`src/rtl/filter_mem_pkg.sv`:
```
`default_nettype none
// ============================================================================
// Module      : filter_mem_pkg
// Description : Shared types and constants for the filter buffer memory
//               controller and its read-port sub-blocks.
// Revision    : 1.0 - initial release
// ============================================================================
package filter_mem_pkg;

    // Default buffer geometry used by the shared typedefs
    localparam int unsigned c_addr_width = 15;
    localparam int unsigned c_data_width = 32;

    // Entries in each read channel's output FIFO
    localparam int unsigned RD_FIFO_DEPTH = 2;

    typedef logic [c_addr_width-1:0] addr_t;
    typedef logic [c_data_width-1:0] data_t;

    // Source of the most recent accepted memory write
    typedef enum logic {
        SRC_RX = 1'b0,
        SRC_PL = 1'b1
    } wr_src_e;

endpackage : filter_mem_pkg
`default_nettype wire

```
`src/rtl/filter_rd_port.sv`:
```
`default_nettype none
// ============================================================================
// Module      : filter_rd_port
// Description : One filter TX read channel. Issues grants against a 2-word
//               credit (queued words + word in flight), tracks the 1-cycle
//               memory read latency, buffers returned words in a 2-entry
//               fall-through FIFO and stalls on read-after-write hazards.
// Revision    : 1.0 - initial release
// ============================================================================
module filter_rd_port
    import filter_mem_pkg::*;
#(
    parameter int unsigned DATA_WIDTH = 32,
    parameter int unsigned ADDR_WIDTH = 15
) (
    input  logic                  clk,
    input  logic                  rst,
    input  logic                  i_req,
    input  logic [ADDR_WIDTH-1:0] i_addr,
    output logic                  o_gnt,
    output logic                  o_valid,
    output logic [DATA_WIDTH-1:0] o_data,
    input  logic                  i_ready,
    output logic [ADDR_WIDTH-1:0] o_mem_raddr,
    input  logic [DATA_WIDTH-1:0] i_mem_rdata,
    input  logic                  i_wr_en,
    input  logic [ADDR_WIDTH-1:0] i_wr_addr
);

    logic                  r_inflight;
    logic [1:0]            r_count;
    logic                  r_wr_ptr;
    logic                  r_rd_ptr;
    logic [DATA_WIDTH-1:0] r_store [RD_FIFO_DEPTH];
    logic [ADDR_WIDTH-1:0] r_last_addr;

    logic                  w_empty_st;
    logic [DATA_WIDTH-1:0] w_head;
    logic                  w_pop;
    logic [2:0]            w_pending;
    logic                  w_hazard;
    logic                  w_gnt;
    logic                  w_push_st;
    logic                  w_pop_st;

    // The word arriving from memory counts as FIFO content: it is presented
    // directly (fall-through) when nothing older is queued, so data appears
    // one cycle after its grant.
    assign w_empty_st = (r_count == 2'd0);
    assign o_valid    = r_inflight | ~w_empty_st;
    assign w_head     = w_empty_st ? i_mem_rdata : r_store[r_rd_ptr];
    assign o_data     = o_valid ? w_head : '0;
    assign w_pop      = o_valid & i_ready;

    // Words owed to the consumer after this cycle's pop; must leave room
    // for the word a new grant would bring back.
    assign w_pending  = {1'b0, r_count} + {2'b00, r_inflight} - {2'b00, w_pop};

    // A write sitting on the memory write port this cycle has not landed yet,
    // so a read of the same address must wait one cycle.
    assign w_hazard   = i_wr_en & (i_wr_addr == i_addr);

    assign w_gnt      = i_req & ~w_hazard & (w_pending < 3'(RD_FIFO_DEPTH));
    assign o_gnt      = w_gnt & ~rst;

    // Address tracks the request while granting, otherwise holds the last one
    assign o_mem_raddr = o_gnt ? i_addr : r_last_addr;

    // Arriving word is stored unless it is consumed straight through
    assign w_push_st  = r_inflight & ~(w_pop & w_empty_st);
    assign w_pop_st   = w_pop & ~w_empty_st;

    // In-flight flag and last granted address
    always_ff @(posedge clk or posedge rst) begin
        if (rst) begin
            r_inflight  <= 1'b0;
            r_last_addr <= '0;
        end else begin
            r_inflight <= w_gnt;
            if (w_gnt) begin
                r_last_addr <= i_addr;
            end
        end
    end

    // Output FIFO storage, pointers and occupancy
    always_ff @(posedge clk or posedge rst) begin
        if (rst) begin
            r_count    <= 2'd0;
            r_wr_ptr   <= 1'b0;
            r_rd_ptr   <= 1'b0;
            r_store[0] <= '0;
            r_store[1] <= '0;
        end else begin
            if (w_push_st) begin
                r_store[r_wr_ptr] <= i_mem_rdata;
                r_wr_ptr          <= ~r_wr_ptr;
            end
            if (w_pop_st) begin
                r_rd_ptr <= ~r_rd_ptr;
            end
            r_count <= r_count + {1'b0, w_push_st} - {1'b0, w_pop_st};
        end
    end

endmodule : filter_rd_port
`default_nettype wire

```
`src/rtl/filter_mem_ctrl.sv`:
```
`default_nettype none
// ============================================================================
// Module      : filter_mem_ctrl
// Description : Controller between the uDMA filter engine and its dual-read
//               buffer memory. Two flow-controlled read channels, a
//               round-robin shared write port (filter RX vs host preload)
//               and a counter of accepted RX writes.
// Revision    : 1.0 - initial release
// ============================================================================
module filter_mem_ctrl
    import filter_mem_pkg::*;
#(
    parameter int unsigned DATA_WIDTH     = 32,
    parameter int unsigned L2_AWIDTH_NOAL = 15,
    parameter int unsigned CNT_WIDTH      = 16
) (
    input  logic                      clk_i,
    input  logic                      rst_i,
    // read channel 0
    input  logic                      ch0_req_i,
    input  logic [L2_AWIDTH_NOAL-1:0] ch0_addr_i,
    output logic                      ch0_gnt_o,
    output logic                      ch0_valid_o,
    output logic [DATA_WIDTH-1:0]     ch0_data_o,
    input  logic                      ch0_ready_i,
    // read channel 1
    input  logic                      ch1_req_i,
    input  logic [L2_AWIDTH_NOAL-1:0] ch1_addr_i,
    output logic                      ch1_gnt_o,
    output logic                      ch1_valid_o,
    output logic [DATA_WIDTH-1:0]     ch1_data_o,
    input  logic                      ch1_ready_i,
    // filter result writes
    input  logic                      rx_valid_i,
    input  logic [L2_AWIDTH_NOAL-1:0] rx_addr_i,
    input  logic [DATA_WIDTH-1:0]     rx_data_i,
    output logic                      rx_ready_o,
    // host preload writes
    input  logic                      pl_valid_i,
    input  logic [L2_AWIDTH_NOAL-1:0] pl_addr_i,
    input  logic [DATA_WIDTH-1:0]     pl_data_i,
    output logic                      pl_ready_o,
    // buffer memory
    output logic                      mem_we_o,
    output logic [L2_AWIDTH_NOAL-1:0] mem_waddr_o,
    output logic [DATA_WIDTH-1:0]     mem_wdata_o,
    output logic [L2_AWIDTH_NOAL-1:0] mem_raddr_a_o,
    output logic [L2_AWIDTH_NOAL-1:0] mem_raddr_b_o,
    input  logic [DATA_WIDTH-1:0]     mem_rdata_a_i,
    input  logic [DATA_WIDTH-1:0]     mem_rdata_b_i,
    // status
    input  logic                      cnt_clr_i,
    output logic [CNT_WIDTH-1:0]      wr_cnt_o
);

    wr_src_e                   r_last_src;
    logic                      r_mem_we;
    logic [L2_AWIDTH_NOAL-1:0] r_mem_waddr;
    logic [DATA_WIDTH-1:0]     r_mem_wdata;
    logic [CNT_WIDTH-1:0]      r_wr_cnt;

    logic                      w_rx_acc;
    logic                      w_pl_acc;

    // ------------------------------------------------------------------
    // Read channels: port A serves ch0, port B serves ch1
    // ------------------------------------------------------------------
    filter_rd_port #(
        .DATA_WIDTH (DATA_WIDTH),
        .ADDR_WIDTH (L2_AWIDTH_NOAL)
    ) u_rd_ch0 (
        .clk         (clk_i),
        .rst         (rst_i),
        .i_req       (ch0_req_i),
        .i_addr      (ch0_addr_i),
        .o_gnt       (ch0_gnt_o),
        .o_valid     (ch0_valid_o),
        .o_data      (ch0_data_o),
        .i_ready     (ch0_ready_i),
        .o_mem_raddr (mem_raddr_a_o),
        .i_mem_rdata (mem_rdata_a_i),
        .i_wr_en     (r_mem_we),
        .i_wr_addr   (r_mem_waddr)
    );

    filter_rd_port #(
        .DATA_WIDTH (DATA_WIDTH),
        .ADDR_WIDTH (L2_AWIDTH_NOAL)
    ) u_rd_ch1 (
        .clk         (clk_i),
        .rst         (rst_i),
        .i_req       (ch1_req_i),
        .i_addr      (ch1_addr_i),
        .o_gnt       (ch1_gnt_o),
        .o_valid     (ch1_valid_o),
        .o_data      (ch1_data_o),
        .i_ready     (ch1_ready_i),
        .o_mem_raddr (mem_raddr_b_o),
        .i_mem_rdata (mem_rdata_b_i),
        .i_wr_en     (r_mem_we),
        .i_wr_addr   (r_mem_waddr)
    );

    // ------------------------------------------------------------------
    // Write arbitration: a lone requester always wins; under contention
    // the requester that did not win last time is served.
    // ------------------------------------------------------------------
    assign w_rx_acc   = rx_valid_i & (~pl_valid_i | (r_last_src == SRC_PL));
    assign w_pl_acc   = pl_valid_i & (~rx_valid_i | (r_last_src == SRC_RX));

    assign rx_ready_o = w_rx_acc & ~rst_i;
    assign pl_ready_o = w_pl_acc & ~rst_i;

    // Register the winning write onto the memory port and remember the winner
    always_ff @(posedge clk_i or posedge rst_i) begin
        if (rst_i) begin
            r_last_src  <= SRC_PL;
            r_mem_we    <= 1'b0;
            r_mem_waddr <= '0;
            r_mem_wdata <= '0;
        end else begin
            r_mem_we <= w_rx_acc | w_pl_acc;
            if (w_rx_acc) begin
                r_last_src  <= SRC_RX;
                r_mem_waddr <= rx_addr_i;
                r_mem_wdata <= rx_data_i;
            end else if (w_pl_acc) begin
                r_last_src  <= SRC_PL;
                r_mem_waddr <= pl_addr_i;
                r_mem_wdata <= pl_data_i;
            end
        end
    end

    assign mem_we_o    = r_mem_we;
    assign mem_waddr_o = r_mem_waddr;
    assign mem_wdata_o = r_mem_wdata;

    // Count accepted RX writes; clear wins over a same-cycle increment
    always_ff @(posedge clk_i or posedge rst_i) begin
        if (rst_i) begin
            r_wr_cnt <= '0;
        end else if (cnt_clr_i) begin
            r_wr_cnt <= '0;
        end else if (w_rx_acc) begin
            r_wr_cnt <= r_wr_cnt + CNT_WIDTH'(1);
        end
    end

    assign wr_cnt_o = r_wr_cnt;

endmodule : filter_mem_ctrl
`default_nettype wire

```
`config.mk`:
```
export PLATFORM = sky130hd
export DESIGN_NAME = filter_mem_ctrl
export DESIGN_NICKNAME = d
export VERILOG_FILES = /design/src/rtl/filter_mem_pkg.sv /design/src/rtl/filter_rd_port.sv /design/src/rtl/filter_mem_ctrl.sv
export SDC_FILE = /design/constraint.sdc
export NUM_CORES = 1
export LEC_CHECK = 0
export ABC_CLOCK_PERIOD_IN_PS = 20500
export CORE_ASPECT_RATIO = 1.75
export CORE_MARGIN = 8
export CORE_UTILIZATION = 49
export CTS_CLUSTER_SIZE = 14
export DETAILED_ROUTE_END_ITERATION = 6
export PLACE_DENSITY = 0.88
export SETUP_SLACK_MARGIN = 0.1
export SLEW_MARGIN = 20
export SYNTH_ARGS = -nofsm -noshare
export SYNTH_HDL_FRONTEND = slang
export SYNTH_SLANG_ARGS = --single-unit
```
`constraint.sdc`:
```
create_clock -name clk_i -period 20.5 [get_ports clk_i]
set_input_delay 2.05 -clock clk_i [delete_from_list [all_inputs] [get_ports clk_i]]
set_output_delay 2.05 -clock clk_i [all_outputs]
set_load 0.02 [all_outputs]
```
==> qor.csv <==
metric;value;unit
main area contributors after synthesis;dfrtp_1 49%, mux2_2 17%, mux2i_1 5.5%;
die area;29700;sq um
logic gate share of total power;50.1;%
RSZ-0062 raised after global routing;false;
FMAX;0.135;GHz
syn nets;1294;
post-route setup TNS;0;ns
DR vias;9800;
P&R area growth vs syn;37.4;%
Hold-fix buffers, CTS;0;
sw frac;37.5;%
Hold Startpoint;u_rd_ch0.r_store[48]$_DFFE_PP0P_;
worst r2r dst;u_rd_ch1.r_last_addr[13]$_DFFE_PP0P_;
Worst setup SP type;input port;
vias in the first global route;10700;
maximum VDD drop;0.0819;mV
DRC viols;0;
Synth cell types;40;
Int Power;1.49;mW
Post-synth ARST share;100;%
layout cell share with drive strength beyond 1;17.9;%
clk buf depth;3;
max_slew headroom;28.6;%
Clk pwr share;16.7;%
Tmin final;7.42;ns
hold_ws;0.490;ns
die width;134;um
pre-CTS WS;13.08;ns
initial antenna violation count;1;
global-route usage over all layers;24.9;%
drt total wl;37.5;mm
routability-driven placement congestion ratio;0.829;
flop2flop setup slack;16.46;ns
# placed instances;1688;
Reg2Reg Depth;11;
max-cap violations;0;
Routed Antenna Nets;0;
CTS sink cnt;233;
I/O pin total;361;
H-Tree Depth;1;
final max-slew violation count;0;
# port buffers;360;
skew final;0.0151;ns
cell area after synthesis;11900;sq um
DRT iter0 DRCs;492;
Via density;5.67;
Reg-to-Reg Start;u_rd_ch1.r_count[1]$_DFF_PP0_;
post-route cell area;16300;sq um
CTS tree;yes;
Post-Synthesis Cells;1088;
status;complete, no violations;
non-filler cells in the finished layout;1728;
Net Sw Power;891;uW
clock root cell;clkbuf_16;
share of Yosys cell area claimed by the top area cell type;48.8;%
Core ar.;23900;sq um
dpl cell area;15600;sq um
sequential share of the synthesized area;49.0;%
cts repair resizes;0;
total power;2.38;mW
pwr dens;145;nW/um^2
synthesized area per cell;10.9;sq um
1st-pass router iterations;5;
WL per Instance;21.7;um
prevailing post-synth register cell;dfrtp_1;
Ys Warns;0;
overflow left after global routing;0;
Hold EP;u_rd_ch0.r_store[48]$_DFFE_PP0P_;
post-DP HPWL;27.2;mm
Worst Hold Path Cells;1;
Worst Path Required;18.45;ns
power share of the sequential group;33.2;%
final hold viol count;0;
EDFF count, synth;0;
worst slew pin tran;1.07;ns
Core Util, Final;68.3;%
Lkg Pwr;6.68;nW
Post-CTS Repair Setup Buffers;0;
Initial Util;49.7;%
die height;222;um
Worst-Skew Late Latency;0.51;ns
#FFs+latches synth;233;
final setup fails;0;
CP Max Fanout;14;
num rows;75;
pin count of the biggest net entering global routing;151;
crit path capture type;output pin;
worst path arrival time;5.37;ns
first-pass GRT wire length;58.9;mm
period utilisation layout;36.2;%
# nets final;1610;
Hold WC Path Type;register to register;
Clock transition at path regs;0.06;ns
final worst slack;13.08;ns
cell taking the most area after synthesis;dfrtp_1;
CP Class;input port to output pin;
Num CTS Buffers;22;
==> cells in the mapped netlist (2+ instances only) <==
library cell  number
xor2_1             5
a31oi_1           47
mux2i_1           65
nor3_2             2
buf_2             13
a21oi_1           51
nor3_1             4
o22ai_1           47
o21ai_0           69
inv_1             59
and2_1             3
nor2_1            65
nand3_1           69
nor4_2             2
xnor2_1           46
nor2_2             2
nand4_1            8
nor2b_1            5
o2111ai_1          2
nand2b_1           2
ha_1               7
a21oi_2            2
mux2_4             3
mux2_2           184
fa_1               2
dfrtp_1          232
buf_6              4
or3_1              4
buf_1             19
buf_4              6
clkbuf_1          41
nand2_1           10
==> worst max-delay path, cell delays in order <==
cell             delay (ns)
clkdlybuf4s50_1        0.45
and2_1                 0.16
ha_1                   0.27
nand2b_1               0.16
fa_1                   0.38
xnor2_1                0.14
nand3_1                0.16
nor3_2                 0.34
buf_4                  0.35
mux2_2                 0.37
clkdlybuf4s50_1        0.54
==> per-layer routing <==
metal  routed length, um  vias to the layer above  global-route usage, %
li1                    -                     4498                      -
met1               13100                     4859                   25.9
met2               20100                      352                   45.5
met3                2510                       91                   5.83
met4                1800                        0                   11.9
met5                   0                        -                      0
==> power groups by stage <==
stage | clock [mW] | sequential [mW] | combinational [mW]
after floorplan | 0 | 0.737 | 0.741
final | 0.396 | 0.789 | 1.19
after global routing | 0.423 | 0.812 | 1.27
after global placement | 0 | 0.781 | 1.17
after CTS | 0.406 | 0.788 | 1.21
after detailed placement | 0 | 0.794 | 1.20
==> cell type report <==
cell class	count	area, sq um
Fill cell	1726	7580
Sequential cell	233	5830
Multi-Input combinational cell	713	5480
Timing Repair Buffer	375	3710
Clock buffer	34	667
Tap cell	308	385
Inverter	59	234
Clock inverter	5	27.5
Antenna cell	1	2.50
==> cell usage in the layout, fill, tap and decap left out, drive strengths merged, types with 4 or more instances in the layout <==
master and count:
a21oi 53, a31oi 47, buf 17, clkbuf 34
clkdlybuf4s50 358, clkinv 5, dfrtp 232, ha 7
inv 58, mux2 188, mux2i 65, nand2 10
nand3 69, nand4 8, nor2 67, nor2b 5
nor3 6, o21ai 69, o22ai 47, or3 4
xnor2 46, xor2 5
==> cell families after synthesis <==
logic type	after synthesis	share of synthesized area [%]
and+or+nand+nor	181	7.37
AOI/OAI and AO/OA	219	10.4
xor gates and xnor gates	51	3.76
muxes	253	23.4
buffers and inverters	142	5.06
adders and majority gates	9	1.07
DFF	233	49.0
==> worst max path at each step <==
stage | startpoint | end | slack (ns) | depth (start not counted)
floorplan | rst_i | mem_waddr_o[0]$_DFFE_PP0P_ | 12.06 | 1
global placement | ch0_ready_i | mem_raddr_a_o[2] | 13.09 | 11
detailed placement | ch0_ready_i | mem_raddr_a_o[2] | 13.08 | 11
CTS | ch0_ready_i | mem_raddr_a_o[2] | 13.04 | 11
global route | ch0_ready_i | mem_raddr_a_o[8] | 12.91 | 11
finish | ch0_ready_i | mem_raddr_a_o[2] | 13.08 | 11
==> state kept, by name, summed over array words and instances, names as in the netlist <==
signal,flops
u_rd_ch0.r_store,64
r_last_src,1
u_rd_ch1.r_wr_ptr,1
u_rd_ch0.r_wr_ptr,1
wr_cnt_o,16
u_rd_ch0.r_rd_ptr,1
mem_we_o,1
u_rd_ch0.r_last_addr,15
u_rd_ch1.r_store,64
mem_wdata_o,32
u_rd_ch1.r_inflight,1
mem_waddr_o,15
u_rd_ch1.r_last_addr,15
u_rd_ch0.r_count,2
u_rd_ch0.r_inflight,1
u_rd_ch1.r_count,2
u_rd_ch1.r_rd_ptr,1
Power figures use the tool's default switching activity.
